`src/rtl/alioth_wb_pkg.sv`:
```
// Shared write-back types: bus/register widths and the queued CSR result entry.
package alioth_wb_pkg;

    localparam int BUS_ADDR_WIDTH = 32;
    localparam int REG_ADDR_WIDTH = 5;
    localparam int REG_DATA_WIDTH = 32;

    typedef struct packed {
        logic                      csr_we;
        logic [BUS_ADDR_WIDTH-1:0] csr_waddr;
        logic [REG_DATA_WIDTH-1:0] csr_wdata;
        logic                      reg_we;
        logic [REG_ADDR_WIDTH-1:0] reg_waddr;
        logic [REG_DATA_WIDTH-1:0] reg_wdata;
    } csr_wb_entry_t;

    // x0 is hardwired to zero, so a write there must never strobe the GPR port.
    function automatic logic gpr_commit(input logic we, input logic [REG_ADDR_WIDTH-1:0] addr);
        return we && (addr != '0);
    endfunction

endpackage

```
`src/rtl/wbu_csr_fifo.sv`:
```
// Synchronous FIFO of CSR write-back entries; exposes every slot plus a per-slot
// valid vector so the parent can compare all in-flight CSR addresses.
module wbu_csr_fifo
    import alioth_wb_pkg::*;
#(
    parameter int DEPTH = 2
) (
    input  logic          clk,
    input  logic          rst_n,
    input  logic          push,
    input  logic          pop,
    input  csr_wb_entry_t wdata,
    output logic          full,
    output logic          empty,
    output csr_wb_entry_t head,
    output csr_wb_entry_t entries [DEPTH],
    output logic [DEPTH-1:0] valid
);

    localparam int AW = $clog2(DEPTH);

    logic [AW-1:0] rptr;
    logic [AW-1:0] wptr;
    logic [AW:0]   count;
    csr_wb_entry_t mem [DEPTH];
    logic          do_push;
    logic          do_pop;

    assign full    = (count == (AW+1)'(DEPTH));
    assign empty   = (count == '0);
    assign do_push = push && !full;
    assign do_pop  = pop && !empty;

    always_ff @(posedge clk) begin
        if (!rst_n) begin
            rptr  <= '0;
            wptr  <= '0;
            count <= '0;
        end else begin
            if (do_push) wptr <= wptr + 1'b1;
            if (do_pop)  rptr <= rptr + 1'b1;
            case ({do_push, do_pop})
                2'b10:   count <= count + 1'b1;
                2'b01:   count <= count - 1'b1;
                default: count <= count;
            endcase
        end
    end

    // Storage is deliberately left out of reset; the valid vector masks stale slots.
    always_ff @(posedge clk) begin
        if (do_push) mem[wptr] <= wdata;
    end

    assign head    = mem[rptr];
    assign entries = mem;

    always_comb begin
        valid = '0;
        for (int i = 0; i < DEPTH; i++) begin
            valid[i] = ({1'b0, AW'(unsigned'(i)) - rptr} < count);
        end
    end

endmodule

```
`src/rtl/wbu_csr_commit.sv`:
```
// CSR write-back: queues CSR results and drains each one atomically onto the
// GPR and CSR write ports, yielding the shared GPR port to the ALU.
module wbu_csr_commit
    import alioth_wb_pkg::*;
#(
    parameter int DEPTH = 2
) (
    input  logic                      clk,
    input  logic                      rst_n,
    input  logic                      csr_valid_i,
    input  logic                      csr_we_i,
    input  logic [BUS_ADDR_WIDTH-1:0] csr_waddr_i,
    input  logic [REG_DATA_WIDTH-1:0] csr_wdata_i,
    input  logic                      reg_we_i,
    input  logic [REG_ADDR_WIDTH-1:0] reg_waddr_i,
    input  logic [REG_DATA_WIDTH-1:0] reg_wdata_i,
    output logic                      csr_ready_o,
    input  logic                      alu_reg_we_i,
    input  logic [REG_ADDR_WIDTH-1:0] alu_reg_waddr_i,
    input  logic [REG_DATA_WIDTH-1:0] alu_reg_wdata_i,
    input  logic [BUS_ADDR_WIDTH-1:0] csr_raddr_i,
    output logic                      csr_raw_hit_o,
    output logic                      csr_busy_o,
    output logic                      reg_we_o,
    output logic [REG_ADDR_WIDTH-1:0] reg_waddr_o,
    output logic [REG_DATA_WIDTH-1:0] reg_wdata_o,
    output logic                      csr_we_o,
    output logic [BUS_ADDR_WIDTH-1:0] csr_waddr_o,
    output logic [REG_DATA_WIDTH-1:0] csr_wdata_o
);

    csr_wb_entry_t    in_entry;
    csr_wb_entry_t    head;
    csr_wb_entry_t    entries [DEPTH];
    logic [DEPTH-1:0] valid;
    logic             full;
    logic             empty;
    logic             pop;

    assign in_entry = '{csr_we:    csr_we_i,
                        csr_waddr: csr_waddr_i,
                        csr_wdata: csr_wdata_i,
                        reg_we:    reg_we_i,
                        reg_waddr: reg_waddr_i,
                        reg_wdata: reg_wdata_i};

    wbu_csr_fifo #(.DEPTH(DEPTH)) u_fifo (
        .clk     (clk),
        .rst_n   (rst_n),
        .push    (csr_valid_i),
        .pop     (pop),
        .wdata   (in_entry),
        .full    (full),
        .empty   (empty),
        .head    (head),
        .entries (entries),
        .valid   (valid)
    );

    // Ready comes from the count alone, so a full FIFO refuses a push even while popping.
    assign csr_ready_o = !full;
    assign csr_busy_o  = !empty;
    assign pop         = !empty && !(head.reg_we && alu_reg_we_i);

    always_ff @(posedge clk) begin
        if (!rst_n) begin
            reg_we_o    <= 1'b0;
            reg_waddr_o <= '0;
            reg_wdata_o <= '0;
            csr_we_o    <= 1'b0;
            csr_waddr_o <= '0;
            csr_wdata_o <= '0;
        end else begin
            if (alu_reg_we_i) begin
                reg_we_o    <= gpr_commit(1'b1, alu_reg_waddr_i);
                reg_waddr_o <= alu_reg_waddr_i;
                reg_wdata_o <= alu_reg_wdata_i;
            end else if (pop) begin
                reg_we_o    <= gpr_commit(head.reg_we, head.reg_waddr);
                reg_waddr_o <= head.reg_waddr;
                reg_wdata_o <= head.reg_wdata;
            end else begin
                reg_we_o    <= 1'b0;
            end

            if (pop) begin
                csr_we_o    <= head.csr_we;
                csr_waddr_o <= head.csr_waddr;
                csr_wdata_o <= head.csr_wdata;
            end else begin
                csr_we_o    <= 1'b0;
            end
        end
    end

    // The committing write still counts as pending until the CSR file has absorbed it.
    always_comb begin
        csr_raw_hit_o = csr_we_o && (csr_waddr_o == csr_raddr_i);
        for (int i = 0; i < DEPTH; i++) begin
            if (valid[i] && entries[i].csr_we && (entries[i].csr_waddr == csr_raddr_i))
                csr_raw_hit_o = 1'b1;
        end
    end

endmodule

```
`config.mk`:
```
export PLATFORM = sky130hd
export DESIGN_NAME = wbu_csr_commit
export DESIGN_NICKNAME = d
export VERILOG_FILES = /design/src/rtl/alioth_wb_pkg.sv /design/src/rtl/wbu_csr_fifo.sv /design/src/rtl/wbu_csr_commit.sv
export SDC_FILE = /design/constraint.sdc
export NUM_CORES = 1
export LEC_CHECK = 0
export BUFFER_PORTS_ARGS = -buffer_cell sky130_fd_sc_hd__clkbuf_2
export CAP_MARGIN = 20
export CORE_MARGIN = 3
export CORE_UTILIZATION = 25
export CTS_BUF_LIST = sky130_fd_sc_hd__clkbuf_16
export CTS_CLUSTER_SIZE = 8
export DETAILED_ROUTE_END_ITERATION = 8
export GPL_TIMING_DRIVEN = 0
export HOLD_SLACK_MARGIN = 0.02
export PLACE_DENSITY_LB_ADDON = 0.08
export SLEW_MARGIN = 20
export SYNTH_ARGS = -nofsm -noshare
export SYNTH_HDL_FRONTEND = slang
export SYNTH_HIERARCHICAL = 1
export SYNTH_SLANG_ARGS = --single-unit
```
`constraint.sdc`:
```
create_clock -name clk -period 8.17 [get_ports clk]
set_clock_uncertainty 0.05 [all_clocks]
set_input_delay 2.451 -clock clk [delete_from_list [all_inputs] [get_ports clk]]
set_output_delay 2.451 -clock clk [all_outputs]
set_load 0.005 [all_outputs]
```
==> run_results.csv, run 1 <==
group,metric,value,unit
sta,tns,0,ns
logic_synthesis,synth_top_family_by_area,"multiplexers",
logic_synthesis,synthAdderAreaFrac,0.0964,%
die,initial_core_util,25.6,%
logic_synthesis,synth_edf_count,206,
logic_synthesis,synth_compound_area_share,5.77,%
sta,period_share,78.8,%
die,die_h,234,microns
cells_and_area,finish.utilization,32.8,%
drt,vias,8538,
grt,antenna_found_initial,3,
worst_setup_path,cp_top_family,"simple AND/OR/NAND/NOR gates",
drt,wl_met3,2320,microns
worst_setup_path,crit_required,5.67,ns
die,boundaryPins,282,
clocking,cts_buffers,45,
clocking,clock_sinks,313,
die,rows,82,
min_path,hp-class,"reg -> reg",
logic_synthesis,yosysTopAreaCell,"edfxtp_1",
pwr,p_clk_share,32.4,%
worst_setup_path,path_max_fanout,3,
logic_synthesis,synthTopCellsByCount,"edfxtp_1 (206), nand2_1 (168), dfxtp_1 (107)",
worst_setup_path,end_kind,"primary output",
clocking,postCtsSetupRepairBufs,0,
logic_synthesis,synth-main-ff-cell,"edfxtp_1",
drt,wl_per_cell,20.1,microns
grt,grt_overflow,0,
sta,tightest_slew,0.792,ns
clocking,htree_levels,2,
min_path,hold_start,"csr_wdata_o[28]",
die,fp.coreArea,50700,sq um
clocking,insertion_delay,0.56,ns
drt,drcViolationCount,0,
worst_setup_path,cp.arrival,3.94,ns
logic_synthesis,yosysMostFrequentCell,"edfxtp_1",
logic_synthesis,syn-cell-area,13000,sq um
pwr,peakVddDrop,0.000147,V
logic_synthesis,synth-xor-area-share,6.68,%
grt,track_usage,14.7,%
sta,slew_violations,0,
worst_setup_path,path_cells,"clkbuf_2 > xnor2_1 > nand4_1 > nor4_1 > nand3_1 > o211ai_2 > clkbuf_2",
worst_setup_path,crit_path_start_kind,"primary input",
die,die_w,234,microns
drt,route.antenna.remaining_nets,0,
worst_setup_path,path_common_cell,"clkbuf_2",
pwr,swShare,31.1,%
job,drv_cap,0,
worst_setup_path,crit_start,"csr_raddr_i[27]",
sta,max_freq,155,MHz
sta,setup_viol,0,
worst_setup_path,critPathMaxStageDelay,0.45,ns
logic_synthesis,yosys.area_share.simple,8.83,%
clocking,post_cts_resize_count,0,
drt,drt_iter0_markers,339,
drt,highest_layer,"met5",
cells_and_area,drive_gt1_share,35.6,%
clocking,cts_root_buf,"clkbuf_16",
grt,grt_pass1_vias,8993,
worst_setup_path,rrSetupSlack,4.89,ns
sta,relSlewSlack,47.2,%
logic_synthesis,ys_types,33,
clocking,clk_pin_slew,0.05,ns
placement,hpwl,28800,microns
sta,grt_setup_unrepaired,"no",
logic_synthesis,synth_fp_nets,1150,
grt,grt_max_degree,76,
clocking,cts_tree,"yes",
logic_synthesis,yosysWarningCount,6,
logic_synthesis,async_reset_ff_share,0,%
worst_setup_path,timing.rr.start,"u_fifo/rptr",
outcome,status,"finished clean",
drt,wirelength,40500,microns
grt,grt_pass1_wl,58400,microns
cells_and_area,nets,1481,
pwr,power.switching,1.65,mW
pwr,power.internal,3.65,mW
cells_and_area,area_delta_synth_final,28.3,%
pwr,power_leakage,6.56,nW
pwr,power_density,318,nW/um^2
logic_synthesis,synthMuxAreaShare,11.8,%
logic_synthesis,yosys-top-cells-area,"edfxtp_1 (48%), dfxtp_1 (17%), mux2_2 (8.9%)",
clocking,cts.hold.buffers_added,0,
pwr,power_frac_seq,40.1,%
drt,wl_met1,17600,microns
worst_setup_path,cp_slowest_cell,"xnor2_1",
drt,vias_per_cell,4.24,
worst_setup_path,crit_type,"in -> out",
placement,portBuffers,281,
pwr,comb_power_share,27.6,%
pwr,total_power,5.30,mW
logic_synthesis,yosysTopAreaCellShare,47.7,%
logic_synthesis,seq_area_frac_synth,64.2,%
logic_synthesis,synthCells,973,
logic_synthesis,ys_ff_latch,313,
drt,dr_wl_met2,19700,microns
clocking,clk_path_buf_depth,3,
sta,hold_violations,0,
logic_synthesis,avgSynthCellArea,13.3,sq um
placement,place_congestion,0.740,
drt,dr.pass1.iters,5,
die,die_area,54700,sq um
sta,period_needed,6.44,ns
worst_setup_path,crit_buf_inv,2,
state kept, by name (all words and copies together), names as in the netlist:
name	cells
csr_wdata_o	32
csr_we_o	1
u_fifo/rptr	1
u_fifo/entries	206
reg_waddr_o	5
csr_waddr_o	32
reg_wdata_o	32
u_fifo/wptr	1
u_fifo/count	2
reg_we_o	1
stage by stage:
| step | hold WS, ns | setup slack, ns | cell area [sq um] | std cells |
|---|---|---|---|---|
| 2_1_floorplan | 0.401 | 2.44 | 13000 | 973 |
| 3_3_place_gp | 0.394 | 0.618 | 15200 | 1926 |
| 3_5_place_dp | 0.398 | 1.66 | 15300 | 1929 |
| 4_1_cts | 0.405 | 1.65 | 16600 | 2013 |
| 5_1_grt | 0.433 | 1.58 | 16600 | 2013 |
| 6_report | 0.406 | 1.73 | 16600 | 2014 |
worst reg2reg max path: cells and delay by family (launching register included):
family / cells / cell delay, ns
buf+inv: 5 / 1.28
compound gates: 2 / 0.42
mux: 1 / 0.37
simple gates: 3 / 0.51
fa+ha+maj: 1 / 0.28
flops: 1 / 0.30
metal layers:
layer | up-vias | GRT usage [%]
met5 | - | 0
met4 | 2 | 4.36
met3 | 57 | 3.71
met2 | 196 | 24.9
met1 | 4140 | 18.5
li1 | 4143 | -
cell families after synthesis:
family | after synthesis
fa+ha+maj | 1
mux | 140
flops | 313
buf+inv | 57
xor+xnor | 99
simple gates | 251
compound gates | 112
final timing paths:
path                                        end  cells after the start
worst max-delay path              csr_raw_hit_o                      7
worst max register to register  u_fifo/count[1]                     12
worst min register to register  csr_wdata_o[28]                      2
worst min-delay path            csr_wdata_o[28]                      2
power groups by stage:
stage,sequential (mW),clock [mW],combinational [mW]
final,2.12,1.72,1.46
after global routing,2.15,1.86,1.63
after CTS,2.13,1.80,1.52
after detailed placement,2.16,0,1.52
after global placement,2.18,0,1.50
after floorplan,2.14,0,0.905
layout by cell type, fill, tap and decap left out, drive strengths merged, types with 2 or more instances in the layout:
master,n
or3,2
edfxtp,206
clkbuf,345
or4,2
a21boi,67
mux2,103
nand4,19
xor2,21
nand2,168
inv,43
nor2,2
mux2i,37
dfxtp,107
nand3,5
nor3,3
a21o,2
o211ai,2
nor4,8
and2,39
and3,2
buf,36
o21ai,40
xnor2,78
area by class of cell:
| cell class | instances | area [sq um] |
|---|---|---|
| Antenna cell | 1 | 2.50 |
| Clock inverter | 37 | 149 |
| Buffer | 50 | 317 |
| Sequential cell | 313 | 8330 |
| Fill cell | 5274 | 34000 |
| Tap cell | 672 | 841 |
| Multi-Input combinational cell | 603 | 4310 |
| Timing Repair Buffer | 284 | 1490 |
| Clock buffer | 47 | 1180 |
| Inverter | 7 | 33.8 |
(Power assumes the default switching activity.)
==> run 2, diff against run 1 <==
Settings changed: ABC_AREA from default to 1.
Clock period 8.17 ns to 6 ns, I/O delays scaled along.
==> run 2 against run 1 <==
Final area increased by 4.2%. Global-route usage increased by 1.8 points. First-iteration DRC count rose by 54%. Flip-flop and latch count is the same. Count of clock-buffer cells in the layout unchanged. Largest cell class unchanged. Sequential share of layout area down 2.0 points. Power increased by 38%. Synthesized area grew 4.6%. Wire length up 18%.
==> run_results.csv, run 2 <==
group,metric,value,unit
outcome,status,"finished clean",
pwr,p_clk_share,32.2,%
worst_setup_path,end_kind,"primary output",
grt,antenna_found_initial,5,
die,boundaryPins,282,
logic_synthesis,yosys.area_share.simple,24.2,%
placement,dpl_cell_area,16000,sq um
clocking,cts_buffers,45,
clocking,clk_path_buf_depth,3,
pwr,swShare,34.1,%
clocking,clk_pin_slew,0.05,ns
job,drv_cap,0,
sta,slew_violations,0,
cells_and_area,seqCellArea,8330,sq um
drt,drt_iter0_markers,523,
logic_synthesis,yosysTopAreaCell,"edfxtp_1",
clocking,postCtsSetupRepairBufs,0,
pwr,peakVddDrop,0.000196,V
logic_synthesis,synth-main-ff-cell,"edfxtp_1",
cells_and_area,fillCellCount,5607,
logic_synthesis,synth_top_family_by_area,"simple AND/OR/NAND/NOR gates",
clocking,post_cts_resize_count,0,
cells_and_area,finish.utilization,32.7,%
worst_setup_path,cp.arrival,3.04,ns
die,rows,84,
sta,max_freq,205,MHz
worst_setup_path,crit_required,4.15,ns
die,die_area,57100,sq um
placement,place_congestion,0.853,
worst_setup_path,critPathMaxStageDelay,0.20,ns
sta,worst_slack,1.11,ns
sta,grt_setup_unrepaired,"no",
logic_synthesis,yosysWarningCount,6,
cells_and_area,drive_gt1_share,21.0,%
cells_and_area,mostFrequentLayoutCell,"nand2_1",
drt,wirelength,47700,microns
die,initial_core_util,25.6,%
cells_and_area,largest_reg_flops,206,
logic_synthesis,yosys-top-cells-area,"edfxtp_1 (46%), dfxtp_1 (16%), nand2_1 (16%)",
logic_synthesis,ys_types,29,
cells_and_area,multiInputGateArea,4190,sq um
drt,dr.pass1.iters,5,
drt,drcViolationCount,0,
cells_and_area,final_cell_mix,"nand2_1 (569), clkbuf_2 (280), edfxtp_1 (206), inv_1 (190), nor2_1 (139)",
pwr,total_power,7.30,mW
clocking,insertion_delay,0.57,ns
sta,period_share,81.4,%
logic_synthesis,synthAdderAreaFrac,0.0922,%
cells_and_area,area_delta_synth_final,27.9,%
clocking,cts_tree,"yes",
logic_synthesis,avgSynthCellArea,8.94,sq um
min_path,hp-class,"reg -> reg",
logic_synthesis,ys_ff_latch,313,
logic_synthesis,seq_area_frac_synth,61.4,%
die,fp.coreArea,53100,sq um
drt,vias_per_cell,4.27,
logic_synthesis,synth-xor-area-share,1.94,%
clocking,clock_sinks,313,
sta,setup_viol,0,
drt,vias,10987,
logic_synthesis,synth_fp_nets,1694,
logic_synthesis,yosysTopAreaCellShare,45.6,%
logic_synthesis,synthMuxAreaShare,0,%
grt,grt_pass1_wl,69100,microns
grt,grt_overflow,0,
pwr,comb_power_share,27.8,%
clocking,htree_levels,2,
worst_setup_path,crit_buf_inv,3,
cells_and_area,nets,2028,
grt,grt_pass1_vias,10857,
logic_synthesis,synthTopCellsByCount,"nand2_1 (569), edfxtp_1 (206), inv_1 (158)",
logic_synthesis,synthCells,1517,
sta,relSlewSlack,35.3,%
logic_synthesis,syn-cell-area,13600,sq um
die,die_w,239,microns
grt,grt_max_degree,76,
logic_synthesis,synth_edf_count,206,
pwr,power_frac_seq,40.0,%
clocking,cts.hold.buffers_added,0,
worst_setup_path,cp_slowest_cell,"nor2_1",
worst_setup_path,crit_type,"in -> out",
sta,hold_violations,0,
sta,period_needed,4.89,ns
pwr,power.internal,4.82,mW
placement,hpwl,35300,microns
placement,portBuffers,280,
worst_setup_path,crit_path_start_kind,"primary input",
drt,route.antenna.remaining_nets,0,
sta,tightest_slew,0.970,ns
worst_setup_path,path_max_fanout,4,
logic_synthesis,yosysMostFrequentCell,"nand2_1",
pwr,power_density,421,nW/um^2
placement,place_ws,1.06,ns
worst_setup_path,cp_top_family,"simple AND/OR/NAND/NOR gates",
pwr,power.switching,2.49,mW
clocking,cts_root_buf,"clkbuf_16",
logic_synthesis,async_reset_ff_share,0,%
cells_and_area,postLayoutCellArea,17300,sq um
worst_setup_path,path_cells,"clkbuf_2 > inv_1 > a21oi_1 > nand2_1 > nor2_1 > nand2_1 > nor2_1 > nand3_1 > nand3_1 > clkbuf_2",
pwr,power_leakage,8.16,nW
die,die_h,239,microns
grt,track_usage,16.4,%
drt,wl_per_cell,18.5,microns
logic_synthesis,synth_compound_area_share,4.53,%
[run 2: cell types whose count changed after synthesis, sizes merged, moves of 35 or more]
cell    before  now
inv          7  162
a21boi      67    2
xnor2       78   29
mux2i       37    0
mux2       103    0
nand3        5  111
nand2      168  571
and2        39    0
o21ai       40   75
nor2         2  140
[run 2: worst paths after layout]
kind	cells past startpoint	slack, ns	endpoint	startpoint
worst min-delay path	2	0.43	csr_wdata_o[2]	csr_wdata_o[2]
worst max register to register	17	3.38	u_fifo/count[1]	u_fifo/rptr
worst min register to register	2	0.43	csr_wdata_o[2]	csr_wdata_o[2]
worst max-delay path	10	1.11	csr_raw_hit_o	csr_raddr_i[19]
[run 2: layout make-up]
cell class	instances	area share (%)
sequential	313	48.0
multi-input combinational	975	24.1
timing repair buffer	287	9.15
clock buffer	47	6.78
tap	688	4.96
inverter	162	3.55
buffer	67	2.60
clock inverter	35	0.794
antenna	1	0.0144
[run 2: power groups by stage]
stage | clock (mW) | sequential, mW | combinational, mW
3_3_place_gp | 0 | 3.00 | 2.02
2_1_floorplan | 0 | 2.95 | 1.13
6_report | 2.35 | 2.92 | 2.03
3_5_place_dp | 0 | 2.97 | 2.08
4_1_cts | 2.45 | 2.93 | 2.09
5_1_grt | 2.54 | 2.97 | 2.29
[run 2: worst min-delay path, stage by stage, from the launching register on]
cell     delay (ns)
dfxtp_1        0.32
nor2_1         0.04
nor2_1         0.08
[run 2: routing by layer]
metal | wire, microns | track usage [%] | vias to the layer above
met5 | 31 | 0 | -
met4 | 1010 | 4.64 | 6
met3 | 2730 | 3.90 | 68
met2 | 23000 | 27.6 | 243
met1 | 21000 | 21.2 | 5131
li1 | - | - | 5539
[run 2: cells by family after synthesis]
| family | after synthesis |
|---|---|
| AND/OR/NAND/NOR | 831 |
| flip-flops | 313 |
| buffers and inverters | 229 |
| AO/OA/AOI/OAI | 113 |
| XOR/XNOR | 30 |
| adder cells (fa/ha/maj) | 1 |
[run 2: per-stage QoR]
step,std cells,setup TNS (ns),hold WS [ns]
detailed placement,2492,0,0.425
finish,2575,0,0.427
global placement,2485,-257.54,0.414
CTS,2574,0,0.436
global route,2574,0,0.449
floorplan,1517,0,0.419
==> run 3, diff against run 2 <==
Clock period 6 ns to 4.1 ns, I/O delays scaled along.
==> run 3 against run 2 <==
Count of clock-buffer cells in the layout is the same. Sequential power grew 47%. Die area is the same. First-iteration DRC count grew 12%. Final area shrank 0.24%. Register-to-register slack lost 1.9 ns. Largest power group unchanged. Flip-flop and latch count is the same. Via count grew 0.79%. Hold slack gained 0.0018 ns. Critical endpoint unchanged.
==> run_results.csv, run 3 (synthesis gave the netlist of run 2 again) <==
group,metric,value,unit
cells_and_area,nets,2027,
sta,period_needed,3.92,ns
clocking,clock_sinks,313,
die,die_area,57100,sq um
grt,grt_pass1_wl,69100,microns
clocking,cts_root_buf,"clkbuf_16",
die,initial_core_util,25.6,%
clocking,insertion_delay,0.58,ns
grt,grt_pass1_vias,10699,
pwr,power_leakage,8.14,nW
sta,slew_violations,0,
placement,place_ws,0.320,ns
drt,route.antenna.remaining_nets,0,
worst_setup_path,end_kind,"primary output",
worst_setup_path,timing.rr.start,"u_fifo/rptr",
worst_setup_path,cp.arrival,2.64,ns
cells_and_area,final_cell_mix,"nand2_1 (569), clkbuf_2 (280), edfxtp_1 (206), inv_1 (189), nor2_1 (139)",
sta,tns,0,ns
worst_setup_path,path_common_cell,"nand2_1",
sta,relSlewSlack,41.4,%
worst_setup_path,crit_type,"reg -> out",
cells_and_area,drive_gt1_share,20.9,%
grt,track_usage,16.4,%
drt,wl_per_cell,18.5,microns
placement,hpwl,35300,microns
clocking,clk_path_buf_depth,3,
drt,drt_iter0_markers,586,
min_path,hold_start,"csr_wdata_o[4]",
grt,grt_overflow,0,
placement,place_congestion,0.862,
placement,portBuffers,280,
sta,tightest_slew,0.879,ns
cells_and_area,seqCellArea,8330,sq um
drt,drcViolationCount,0,
drt,wirelength,47700,microns
worst_setup_path,path_cells,"buf_4 > inv_2 > buf_6 > o21ai_1 > nand2_1 > a21oi_1 > nand2_1 > nor2_1 > nand2_1 > nor2_1 > nand3_1 > nand3_1 > clkbuf_2",
grt,antenna_found_initial,4,
job,drv_cap,0,
die,die_h,239,microns
clocking,htree_levels,2,
cells_and_area,finalNonFillerCells,2575,
clocking,cts_buffers,45,
drt,vias_per_cell,4.30,
worst_setup_path,path_max_fanout,10,
worst_setup_path,cp_slowest_cell,"dfxtp_1",
die,boundaryPins,282,
min_path,hp-class,"reg -> reg",
worst_setup_path,crit_start,"u_fifo/rptr",
cells_and_area,mostFrequentLayoutCell,"nand2_1",
sta,max_freq,255,MHz
pwr,power_density,617,nW/um^2
drt,dr.pass1.iters,5,
cells_and_area,area_delta_synth_final,27.5,%
sta,setup_viol,0,
worst_setup_path,critPathMaxStageDelay,0.30,ns
worst_setup_path,crit_path_start_kind,"register",
die,rows,84,
die,die_w,239,microns
pwr,peakVddDrop,0.000306,V
cells_and_area,finish.utilization,32.6,%
die,fp.coreArea,53100,sq um
sta,period_share,95.7,%
clocking,clk_pin_slew,0.05,ns
sta,hold_violations,0,
grt,grt_max_degree,64,
outcome,status,"finished clean",
clocking,cts_tree,"yes",
cells_and_area,multiInputGateArea,4190,sq um
cells_and_area,largest_reg_flops,206,
cells_and_area,fillCellCount,5630,
sta,worst_slack,0.176,ns
sta,grt_setup_unrepaired,"no",
placement,dpl.cell_count,2491,
drt,vias,11074,
worst_setup_path,crit_required,2.82,ns
## run 3: cell types whose count changed in the layout (fill, tap and decap cells not counted)
cell	delta
buf_16	-3
buf_12	+2
clkinv_1	+2
clkinv_2	-1
diode_2	+1
inv_1	-1
o21ai_0	-1
o21ai_1	+1
## run 3: where the power goes
group,switching [mW],total (mW),internal [mW]
clock,1.41,3.44,2.04
combinational,1.93,2.96,1.03
sequential,0.322,4.28,3.96
total,3.65,10.7,7.03
## run 3: critical path, delay by kind of cell, from the launching register on
kind | cells | cell delay, ns
AND/OR/NAND/NOR | 7 | 0.83
flip-flops | 1 | 0.30
buffers and inverters | 4 | 0.56
AO/OA/AOI/OAI | 2 | 0.38
## run 3: area by class of cell
cell class / count / area share [%]
plain buffers: 67 / 2.60
clock inverters: 35 / 0.788
diodes: 2 / 0.0289
repair buffers: 286 / 8.92
inverters: 162 / 3.56
multi-input cells: 975 / 24.2
well taps: 688 / 4.98
flip-flops and latches: 313 / 48.1
clock buffers: 47 / 6.80
## run 3: through the flow
stage          hold slack (ns)  power [mW]  instance area (sq um)
2_1_floorplan            0.419        5.96                  13600
3_3_place_gp             0.413        7.34                  15800
3_5_place_dp             0.424        7.39                  16000
4_1_cts                  0.433        10.9                  17300
5_1_grt                  0.457        11.4                  17300
6_report                 0.429        10.7                  17300
## run 3: worst paths after layout
kind / to / slack, ns / cells past startpoint
setup reg to reg: u_fifo/count[1] / 1.48 / 17
hold / removal: csr_wdata_o[4] / 0.43 / 2
hold reg to reg: csr_wdata_o[4] / 0.43 / 2
setup / recovery: csr_raw_hit_o / 0.18 / 13
## run 3: timing repair
| item | 4_1_cts | 5_1_grt |
|---|---|---|
| gates resized for setup | 0 | 1 |
| buffers inserted | 0 | 0 |
| setup endpoints to repair | 0 | 1 |
| hold buffers | 0 | 0 |
## run 3: metal layers
metal	share of wire, %	vias to the layer above	GRT usage, %
li1	-	5537	-
met1	44	5217	21.4
met2	48	255	27.7
met3	6.0	61	3.44
met4	1.9	4	4.60
met5	0.048	-	0
